<file path="config.mk">
export PLATFORM = sky130hd
export DESIGN_NAME = mdu_ctrl_flat
export DESIGN_NICKNAME = d
export VERILOG_FILES = /design/src/rtl/mdu_ctrl_pkg.sv /design/src/rtl/mdu_ctrl_if.sv /design/src/rtl/mdu_ctrl_div_iter.sv /design/src/rtl/mdu_ctrl.sv /design/src/flat_wrapper.sv
export SDC_FILE = /design/constraint.sdc
export NUM_CORES = 2
export LEC_CHECK = 0
export CAP_MARGIN = 20
export CORE_MARGIN = 4
export CORE_UTILIZATION = 61
export CTS_BUF_LIST = sky130_fd_sc_hd__clkbuf_8
export DETAILED_ROUTE_END_ITERATION = 8
export MAX_ROUTING_LAYER = met4
export PLACE_DENSITY = 0.82
export SYNTH_ARGS = -nofsm -noshare
export SYNTH_HDL_FRONTEND = slang
export SYNTH_SLANG_ARGS = --single-unit
export TNS_END_PERCENT = 50
</file>
<file path="constraint.sdc">
create_clock -name clk -period 24.7 [get_ports clk]
set_clock_uncertainty 0.2 [all_clocks]
set_input_delay 2.47 -clock clk [delete_from_list [all_inputs] [get_ports clk]]
set_output_delay 2.47 -clock clk [all_outputs]
set_load 0.005 [all_outputs]
</file>
<file path="src/rtl/mdu_ctrl_pkg.sv">
// ============================================================================
// Module   : mdu_ctrl_pkg
// Purpose  : Shared definitions for the multiply/divide controller: the
//            mult/div subset of the ALU control codes, FSM state encoding,
//            multiply latency bounds and small decode helpers.
// Revision : 1.0 - initial release
// ============================================================================
`default_nettype none

package mdu_ctrl_pkg;

  // Mult/div subset of the EX-stage ALU control encoding
  localparam logic [4:0] ALU_SIGNED_MULT   = 5'h18;
  localparam logic [4:0] ALU_UNSIGNED_MULT = 5'h19;
  localparam logic [4:0] ALU_SIGNED_DIV    = 5'h1A;
  localparam logic [4:0] ALU_UNSIGNED_DIV  = 5'h1B;

  // Controller state encoding
  localparam logic [1:0] ST_IDLE = 2'd0;
  localparam logic [1:0] ST_MUL  = 2'd1;
  localparam logic [1:0] ST_DIV  = 2'd2;
  localparam logic [1:0] ST_DONE = 2'd3;

  // Multiply latency bounds
  localparam int MUL_CYCLES_MIN     = 1;
  localparam int MUL_CYCLES_DEFAULT = 2;

  // Latched operation attributes
  typedef struct packed {
    logic is_div;
    logic sgn;
  } mdu_op_t;

  function automatic logic is_mdu_op(input logic [4:0] code);
    return (code == ALU_SIGNED_MULT) || (code == ALU_UNSIGNED_MULT) ||
           (code == ALU_SIGNED_DIV)  || (code == ALU_UNSIGNED_DIV);
  endfunction

  function automatic mdu_op_t decode_op(input logic [4:0] code);
    mdu_op_t op;
    op.is_div = (code == ALU_SIGNED_DIV)  || (code == ALU_UNSIGNED_DIV);
    op.sgn    = (code == ALU_SIGNED_DIV)  || (code == ALU_SIGNED_MULT);
    return op;
  endfunction

  // Magnitude of a value, treating it as two's complement only when sgn is set
  function automatic logic [31:0] mag(input logic [31:0] v, input logic sgn);
    return (sgn && v[31]) ? (~v + 32'd1) : v;
  endfunction

endpackage

`default_nettype wire

</file>
<file path="src/rtl/mdu_ctrl_if.sv">
// ============================================================================
// Module   : mdu_ctrl_if
// Purpose  : Pipeline <-> multiply/divide controller bundle.
//   master : pipeline side (drives start/alu_control/src_a/src_b/flush)
//   slave  : controller side (drives stall/busy/valid_out/hi_out/lo_out)
// Revision : 1.0 - initial release
// ============================================================================
`default_nettype none

interface mdu_ctrl_if;
  logic        start;
  logic [4:0]  alu_control;
  logic [31:0] src_a;
  logic [31:0] src_b;
  logic        flush;
  logic        stall;
  logic        busy;
  logic        valid_out;
  logic [31:0] hi_out;
  logic [31:0] lo_out;

  modport master (
    output start, alu_control, src_a, src_b, flush,
    input  stall, busy, valid_out, hi_out, lo_out
  );

  modport slave (
    input  start, alu_control, src_a, src_b, flush,
    output stall, busy, valid_out, hi_out, lo_out
  );
endinterface

`default_nettype wire

</file>
<file path="src/rtl/mdu_ctrl_div_iter.sv">
// ============================================================================
// Module   : div_iter
// Purpose  : One combinational restoring-division step.
//   pair_in  [63:0] : remainder (upper word) : quotient/dividend (lower word)
//   divisor  [31:0] : divisor magnitude
//   pair_out [63:0] : pair after shift, trial subtract and restore
// Revision : 1.0 - initial release
// ============================================================================
`default_nettype none

module div_iter (
  input  logic [63:0] pair_in,
  input  logic [31:0] divisor,
  output logic [63:0] pair_out
);

  logic [32:0] w_trial;
  logic [32:0] w_diff;

  // Remainder shifted left with the next dividend bit; 33 bits so the
  // doubled remainder never loses its top bit.
  assign w_trial = pair_in[63:31];
  assign w_diff  = w_trial - {1'b0, divisor};

  // Borrow (bit 32) means the trial went negative: keep the shifted remainder.
  assign pair_out = w_diff[32] ? {w_trial[31:0], pair_in[30:0], 1'b0}
                               : {w_diff[31:0],  pair_in[30:0], 1'b1};

endmodule

`default_nettype wire

</file>
<file path="src/rtl/mdu_ctrl.sv">
// ============================================================================
// Module   : mdu_ctrl
// Purpose  : Multi-cycle multiply/divide controller for the EX stage. Stalls
//            the pipeline while computing and delivers a HI/LO result pair.
//   clk    : clock
//   resetn : asynchronous active-low reset
//   bus    : mdu_ctrl_if.slave (start/alu_control/src_a/src_b/flush in,
//            stall/busy/valid_out/hi_out/lo_out out)
// Options  : MDU_DIV_FAST_EN - divides by zero or with |dividend| < |divisor|
//            finish right after the setup cycle instead of iterating.
// Revision : 1.0 - initial release
// ============================================================================
`default_nettype none

module mdu_ctrl
  import mdu_ctrl_pkg::*;
#(
  parameter int MUL_CYCLES = MUL_CYCLES_DEFAULT
) (
  input  logic       clk,
  input  logic       resetn,
  mdu_ctrl_if.slave  bus
);

  localparam int          MCW      = (MUL_CYCLES > 1) ? $clog2(MUL_CYCLES) : 1;
  localparam logic [MCW-1:0] MUL_LAST = MCW'(MUL_CYCLES - 1);

  logic [1:0]     r_state;
  logic [31:0]    r_a;
  logic [31:0]    r_b;
  mdu_op_t        r_op;
  logic [MCW-1:0] r_mul_cnt;
  logic [4:0]     r_cnt;
  logic [63:0]    r_pair;
  logic [31:0]    r_hi;
  logic [31:0]    r_lo;

  logic           w_accept;
  mdu_op_t        w_new_op;
  logic [31:0]    w_ma;
  logic [31:0]    w_mb;
  logic           w_msgn;
  logic [63:0]    w_prod;
  logic [31:0]    w_a_mag;
  logic [31:0]    w_b_mag;
  logic [63:0]    w_pair_in;
  logic [63:0]    w_pair_out;
  logic           w_div_zero;
  logic [31:0]    w_quot;
  logic [31:0]    w_rem;
  logic           w_fast;

  assign w_new_op = decode_op(bus.alu_control);
  assign w_accept = (r_state == ST_IDLE) && bus.start &&
                    is_mdu_op(bus.alu_control) && !bus.flush;

  // Gated by resetn so stall drops the moment reset asserts, even while the
  // pipeline is still presenting start.
  assign bus.stall     = resetn && (w_accept || (r_state == ST_MUL) || (r_state == ST_DIV));
  assign bus.busy      = (r_state != ST_IDLE);
  assign bus.valid_out = (r_state == ST_DONE);
  assign bus.hi_out    = r_hi;
  assign bus.lo_out    = r_lo;

  // Multiplier operands come straight from the bus when a single-cycle
  // multiply completes in its accept cycle, otherwise from the latches.
  assign w_ma   = (r_state == ST_IDLE) ? bus.src_a   : r_a;
  assign w_mb   = (r_state == ST_IDLE) ? bus.src_b   : r_b;
  assign w_msgn = (r_state == ST_IDLE) ? w_new_op.sgn : r_op.sgn;
  assign w_prod = {{32{w_msgn & w_ma[31]}}, w_ma} * {{32{w_msgn & w_mb[31]}}, w_mb};

  // Divider datapath; the first iteration seeds the pair from the magnitudes.
  assign w_a_mag    = mag(r_a, r_op.sgn);
  assign w_b_mag    = mag(r_b, r_op.sgn);
  assign w_pair_in  = (r_cnt == 5'd0) ? {32'd0, w_a_mag} : r_pair;
  assign w_div_zero = (r_b == 32'd0);

  div_iter u_div_iter (
    .pair_in  (w_pair_in),
    .divisor  (w_b_mag),
    .pair_out (w_pair_out)
  );

  assign w_quot = (r_op.sgn && (r_a[31] ^ r_b[31])) ? (~w_pair_out[31:0] + 32'd1)
                                                     : w_pair_out[31:0];
  assign w_rem  = (r_op.sgn && r_a[31]) ? (~w_pair_out[63:32] + 32'd1)
                                        : w_pair_out[63:32];

`ifdef MDU_DIV_FAST_EN
  assign w_fast = (r_cnt == 5'd0) && (w_div_zero || (w_a_mag < w_b_mag));
`else
  assign w_fast = 1'b0;
`endif

  always_ff @(posedge clk or negedge resetn) begin
    if (!resetn) begin
      r_state   <= ST_IDLE;
      r_a       <= '0;
      r_b       <= '0;
      r_op      <= '0;
      r_mul_cnt <= '0;
      r_cnt     <= '0;
      r_pair    <= '0;
      r_hi      <= '0;
      r_lo      <= '0;
    end else if (bus.flush) begin
      // Cancel without touching the result registers
      r_state <= ST_IDLE;
      r_cnt   <= '0;
    end else begin
      case (r_state)
        ST_IDLE: begin
          if (w_accept) begin
            r_a   <= bus.src_a;
            r_b   <= bus.src_b;
            r_op  <= w_new_op;
            r_cnt <= '0;
            if (w_new_op.is_div) begin
              r_state <= ST_DIV;
            end else if (MUL_CYCLES == 1) begin
              r_state <= ST_DONE;
              r_hi    <= w_prod[63:32];
              r_lo    <= w_prod[31:0];
            end else begin
              // The accept cycle counts as multiply cycle 0
              r_state   <= ST_MUL;
              r_mul_cnt <= MCW'(1);
            end
          end
        end
        ST_MUL: begin
          if (r_mul_cnt == MUL_LAST) begin
            r_state <= ST_DONE;
            r_hi    <= w_prod[63:32];
            r_lo    <= w_prod[31:0];
          end else begin
            r_mul_cnt <= r_mul_cnt + MCW'(1);
          end
        end
        ST_DIV: begin
          if (w_fast) begin
            r_state <= ST_DONE;
            r_hi    <= r_a;
            r_lo    <= w_div_zero ? 32'hFFFF_FFFF : 32'd0;
          end else if (r_cnt == 5'd31) begin
            r_state <= ST_DONE;
            if (w_div_zero) begin
              r_hi <= r_a;
              r_lo <= 32'hFFFF_FFFF;
            end else begin
              r_hi <= w_rem;
              r_lo <= w_quot;
            end
          end else begin
            r_pair <= w_pair_out;
            r_cnt  <= r_cnt + 5'd1;
          end
        end
        ST_DONE: begin
          // start still high here belongs to the completing instruction
          r_state <= ST_IDLE;
        end
        default: r_state <= ST_IDLE;
      endcase
    end
  end

endmodule

`default_nettype wire
</file>
<file path="src/flat_wrapper.sv">
// flat-port wrapper written by rule: the top's interface ports become plain ports
module mdu_ctrl_flat import mdu_ctrl_pkg::*;
#(
  parameter int MUL_CYCLES = MUL_CYCLES_DEFAULT
)
  (clk, resetn, bus_start, bus_alu_control, bus_src_a, bus_src_b, bus_flush, bus_stall, bus_busy, bus_valid_out, bus_hi_out, bus_lo_out);
  mdu_ctrl_if bus_i ();
  input  logic clk;
  input  logic resetn;
  input wire logic [$bits(bus_i.start)-1:0] bus_start;
  input wire logic [$bits(bus_i.alu_control)-1:0] bus_alu_control;
  input wire logic [$bits(bus_i.src_a)-1:0] bus_src_a;
  input wire logic [$bits(bus_i.src_b)-1:0] bus_src_b;
  input wire logic [$bits(bus_i.flush)-1:0] bus_flush;
  output wire logic [$bits(bus_i.stall)-1:0] bus_stall;
  output wire logic [$bits(bus_i.busy)-1:0] bus_busy;
  output wire logic [$bits(bus_i.valid_out)-1:0] bus_valid_out;
  output wire logic [$bits(bus_i.hi_out)-1:0] bus_hi_out;
  output wire logic [$bits(bus_i.lo_out)-1:0] bus_lo_out;
  assign bus_i.start = bus_start;
  assign bus_i.alu_control = bus_alu_control;
  assign bus_i.src_a = bus_src_a;
  assign bus_i.src_b = bus_src_b;
  assign bus_i.flush = bus_flush;
  assign bus_stall = bus_i.stall;
  assign bus_busy = bus_i.busy;
  assign bus_valid_out = bus_i.valid_out;
  assign bus_hi_out = bus_i.hi_out;
  assign bus_lo_out = bus_i.lo_out;
  mdu_ctrl #(.MUL_CYCLES(MUL_CYCLES)) u_core (.clk(clk), .resetn(resetn), .bus(bus_i));
endmodule
</file>
**Yosys cells after proc, flatten, opt, wreduce, memory -nomap -nowiden**

Cells that the tools add are included.

- Reduce and logical (&&, ||, !) cells: 28
- Mux-type cells: 31
- Bitwise operators: 9
- Equal/unequal tests: 16
- $mul: 1
- Add/sub/neg operators: 7

Operators with widths:

| cell | count |
|---|---|
| $mux W32 | 12 |
| $add A32 B1 Y32 const B | 4 |
| $mux W64 | 2 |
| $not A32 Y32 | 4 |
| $pmux W32 S2 | 2 |
| $mul A33 B33 Y64 | 1 |
| $sub A33 B32 Y33 | 1 |
| $logic_not A32 Y1 | 1 |
| $eq A5 B5 Y1 const B | 5 |
| $mux W5 | 3 |
| $reduce_and A3 Y1 | 4 |
| $mux W2 | 5 |
| $pmux W5 S2 | 1 |
| $pmux W2 S4 | 1 |
| $reduce_and A4 Y1 | 2 |
| $logic_and A1 B1 Y1 | 7 |
| $logic_or A1 B1 Y1 | 7 |
| $ne A3 B2 Y1 const B | 2 |
| $ne A3 B3 Y1 const B | 2 |
| $reduce_bool A2 Y1 | 3 |
| $add A5 B1 Y5 const B | 1 |
| $logic_not A5 Y1 | 1 |
| $eq A2 B2 Y1 const B | 2 |
| $mux W1 | 4 |
| other kinds (11) | 15 |

- Flip-flop bits (word level): 201
- Bits of input ports: 73
- Output and inout bits: 67
- Word-level logic and storage cells: 101

**Logic depth before layout (Yosys ltp)**

- Depth in word-level cells: 12
- Mapped depth: 37
- Depth with buffers taken out: 35

**Cells and area by module**

A second synthesis with hierarchy kept.

- Cell total of the unflattened synthesis: 5868
- Area, all modules: 52429.0 sq um

Modules (own cells, without submodules):

| module | cells each | seq. area each (sq um) | instances | area each (sq um) |
|---|---|---|---|---|
| mdu_ctrl | 5532 | 5029.8 | 1 | 49837.8 |
| div_iter | 336 | 0.0 | 1 | 2591.2 |

**Least setup slack after synthesis**

Ideal clock, no wire load.

- Kind: input-to-reg
- Start: input bus_src_b[0]
- End: register u_core.r_hi[23] (netlist: u_core.bus.hi_out[23])
- Library setup time: 0.126 ns
- Data arrival time: 10.399 ns
- Slack: 13.975 ns
- Cell stages on the path: 30
- Required time: 24.374 ns
- Path buffers: 3
- Cell sequence: nand2_1 > a21boi_0 > clkbuf_1 > buf_1 > nor2_1 > fa_1 > inv_1 > fa_1 > inv_1 > fa_1 > fa_1 > inv_1 > fa_1 > fa_1 > fa_1 > inv_1 > fa_1 > ha_1 > clkbuf_1 > nand4_1 > nor3_1 > nor4b_1 > o211ai_1 > o41ai_1 > a22oi_1 > o31ai_1 > a41oi_1 > xnor2_1 > o21ai_0 > o21ai_1

- Word-level cells in the longest chain between the ends: 4

RTL lines:

| item | line | RTL |
|---|---|---|
| start: declaration | flat_wrapper.sv:13 | `input wire logic [$bits(bus_i.src_b)-1:0] bus_src_b;` |
| $mux W32 | mdu_ctrl.sv:68 | `assign w_mb = (r_state == ST_IDLE) ? bus.src_b : r_b;` |
| $mul A33 B33 Y64 | mdu_ctrl.sv:70 | `assign w_prod = {{32{w_msgn & w_ma[31]}}, w_ma} * {{32{w_msgn & w_mb[31]}}, w_mb};` |
| $mux W32 | mdu_ctrl.sv:132 | `if (r_mul_cnt == MUL_LAST) begin` |
| $pmux W32 S2 | mdu_ctrl.sv:111 | `case (r_state)` |
| end signal: assignment | mdu_ctrl.sv:122 | `r_hi <= w_prod[63:32];` |
| end signal: assignment | mdu_ctrl.sv:134 | `r_hi <= w_prod[63:32];` |
| end signal: assignment | mdu_ctrl.sv:143 | `r_hi <= r_a;` |
| end: declaration | mdu_ctrl.sv:35 | `logic [31:0] r_hi;` |

Every way passes these cells. The select of a mux whose other input is x is not followed.
A chain may end at the register's enable or synchronous reset.

**Final worst setup path**

- Start: input bus_src_a[31]
- End: register u_core.r_hi[30] (netlist: u_core.bus.hi_out[30])

- Word-level cells in the longest chain between the ends: 5

RTL lines:

| item | line | RTL |
|---|---|---|
| start: declaration | flat_wrapper.sv:12 | `input wire logic [$bits(bus_i.src_a)-1:0] bus_src_a;` |
| $mux W32 (*) | mdu_ctrl.sv:67 | `assign w_ma = (r_state == ST_IDLE) ? bus.src_a : r_a;` |
| $and A1 B1 Y1 | mdu_ctrl.sv:70 |  |
| $mul A33 B33 Y64 (*) | mdu_ctrl.sv:70 |  |
| $mux W32 (*) | mdu_ctrl.sv:132 |  |
| $pmux W32 S2 (*) | mdu_ctrl.sv:111 |  |

Mark *: on every way between the ends. The rest lies on a longest branch, timed or not. The select of a mux whose other input is x is not followed.

==> flow_summary_export.csv <==
group,metric,value,unit
finish,final_util,0.656,
logic_synthesis,synth_xor_area_frac,0.0336,
drt,vias,44300,
place,dp_slack,11.88,ns
sta,worst_pin_slew,1.22,ns
place,portBuffers,139,
clocking,cts.sinks,201,
logic_synthesis,synth_top_family_by_area,"adder cells",
place,dp.final_hpwl,143,mm
logic_synthesis,synth-main-ff-cell,"dfrtp_1",
job,max-cap-violations,0,
clocking,cts-buffers-inserted,36,
drt,drc_errors,0,
sta,worst_slew_margin_rel,0.185,
worst_hold_path,worstHoldStart,"u_core.r_pair[62]$_DFFE_PN0P_",
logic_synthesis,synth_cells,6028,
logic_synthesis,synthAdderAreaFrac,0.489,
sta,fmax,80.8,MHz
setup_path,crit_buf_inv,9,
setup_path,timing.rr.start,"u_core.r_state[0]$_DFFE_PN0P_",
logic_synthesis,synthSimpleGateAreaFrac,0.147,
drt,drtIter0Drc,4811,
setup_path,crit_arrival,12.62,ns
finish,nFillCells,7010,
global_route,grt_start_max_net_pins,114,
logic_synthesis,ys_seq_area_frac,0.0956,
finish,drive_gt1_frac,0.0609,
clocking,path_clk_slew,0.06,ns
finish,multi_input_area,0.0422,mm²
setup_path,endpoint_kind,"flop",
drt,post_drt_wl_per_cell,25.2,µm
sta,drv_slew,0,
logic_synthesis,yosysTopAreaCellShare,0.428,
logic_synthesis,synthArstFlopShare,1.00,
finish,syn2layout_area_growth,6.46,%
drt,vias_per_cell,6.18,
floorplan,ios,140,
setup_path,critical_path_class,"input pin to flop",
global_route,grt_overflow,0,
logic_synthesis,syn_area,0.0526,mm²
global_route,grt_pass1_wl,274,mm
logic_synthesis,synth_nets,7482,
setup_path,path_delay_family,"adder cells",
setup_path,crit_required,24.95,ns
floorplan,coreArea,0.0854,mm²
global_route,grt.total_usage,0.414,
setup_path,slowest_delay,0.91,ns
place,gp_congestion,1.05,
sta,rsz0062_at_grt,"no",
clocking,cts_max_path_buffers,3,
finish,final-seq-area,0.00503,mm²
logic_synthesis,syn_avg_cell_area,8.73,µm²
sta,hold_viol_final,0,
setup_path,cp_slowest_cell,"fa_1",
drt,dr.pass1.iters,6,
setup_path,cp-startpoint,"bus_src_a[31]",
floorplan,dieHeight,302,µm
floorplan,start_util,0.616,
logic_synthesis,synth_mux_area_frac,0.0399,
floorplan,die-width,302,µm
status,status,"finished, final reports clean",
setup_path,crit_fanout,12,
sta,finalSetupTns,0,ns
clocking,cts-root-buf,"clkbuf_8",
finish,nNetsFinal,7453,
clocking,cts_tree,"done",
finish,final_cell_mix,"inv_1, fa_1, nand2_1",
logic_synthesis,synth.top_cells.by_area,"fa_1, dfrtp_1, inv_1",
clocking,holdBufCountCts,0,
logic_synthesis,synth-compound-area-share,0.0891,
worst_hold_path,min_path_type,"flop to flop",
clocking,cts-resized-gates,0,
setup_path,start_kind,"input pin",
logic_synthesis,ys_warn_count,0,
logic_synthesis,synth-edff-count,0,
setup_path,path_common_cell,"fa_1",
global_route,grt_pass1_vias,45600,
sta,fin_ws,12.33,ns
floorplan,rows,107,
drt,drt-total-wl,181,mm
global_route,antenna_found_initial,5,
clocking,htree_levels,2,
sta,finalCritPeriodShare,0.501,
logic_synthesis,synth_cell_type_count,104,
sta,timing.final.crit_period,12.37,ns
clocking,post_cts_buffers,0,
logic_synthesis,ys_seq_elements,201,
drt,drt.antenna.violating_nets,0,
sta,setup_viol,0,
logic_synthesis,synth_top_area_cell,"fa_1",
clocking,insertion_delay,0.59,ns
floorplan,die_area,0.0911,mm²
finish,mostFrequentLayoutCell,"inv_1",
cell type report:
cell class | count | area share
multi-input cells | 4347 | 0.753
flip-flops and latches | 201 | 0.0898
inverters | 1172 | 0.0785
repair buffers | 241 | 0.0386
well taps | 1144 | 0.0255
clock buffers | 46 | 0.0113
clock inverters | 17 | 0.00284
diodes | 4 | 0.000179
logic make-up (layout without fill, tap and decap cells):
| family | after synthesis | after routing |
|---|---|---|
| compound gates | 747 | 747 |
| xor+xnor | 201 | 201 |
| fa+ha+maj | 1381 | 1381 |
| buf+inv | 1480 | 1476 |
| flops | 201 | 201 |
| mux | 195 | 195 |
| other cells | 0 | 4 |
| simple gates | 1823 | 1823 |
cells in the mapped netlist, types with 25 or more instances:
library cell,instances
a31oi_1,40
a21o_1,49
nor2_1,490
nand2_1,1019
o22ai_1,25
nand3_1,41
inv_1,1168
dfrtp_1,201
fa_1,1126
mux2_2,117
clkbuf_1,281
xnor2_1,118
mux2i_1,78
xor2_1,82
ha_1,255
and2_1,62
a21oi_1,205
nor3_1,39
o21ai_0,209
worst register-to-register path, delay by kind of cell, from the launching register on:
kind	cells	cell delay (ns)
AO/OA/AOI/OAI	6	2.48
XOR/XNOR	1	0.20
buffers and inverters	6	1.68
AND/OR/NAND/NOR	5	1.14
multiplexers	1	1.12
flip-flops	1	0.41
adder cells (fa/ha/maj)	10	4.98
flip-flops by register name, summed over array words and instances (netlist names):
signal / flops
u_core.r_b: 32
u_core.bus.hi_out: 32
u_core.r_pair: 64
u_core.r_op: 1
u_core.r_state: 2
u_core.r_a: 32
u_core.bus.lo_out: 32
u_core.r_mul_cnt: 1
u_core.r_cnt: 5
per-stage QoR:
stage,area [µm²],instances,hold WS (ns)
after floorplan,52600,6028,0.238
after global placement,55200,7104,0.250
after detailed placement,55200,7104,0.256
after CTS,56000,7167,0.270
after global routing,56000,7170,0.297
final,56000,7172,0.267
metal layers:
metal	routed length, µm	GRT usage
met5	0	-
met2	78100	0.605
met4	11800	0.205
met1	66700	0.533
met3	24200	0.118
worst paths after layout:
path | endpoint | slack, ns | cells after the start
setup / recovery | u_core.bus.hi_out[30]$_DFFE_PN0P_ | 12.33 | 32
hold / removal | u_core.r_pair[62]$_DFFE_PN0P_ | 0.27 | 2
setup reg to reg | u_core.bus.hi_out[31]$_DFFE_PN0P_ | 12.43 | 29
hold reg to reg | u_core.r_pair[62]$_DFFE_PN0P_ | 0.27 | 2
max in group asynchronous | u_core.bus.hi_out[10]$_DFFE_PN0P_ | 21.21 | 2
min in group asynchronous | u_core.r_state[1]$_DFFE_PN0P_ | 1.69 | 1
Power is left out: the tool's default activity adds up to more than one toggle a clock period on the data nets, which glitch-free logic cannot reach.
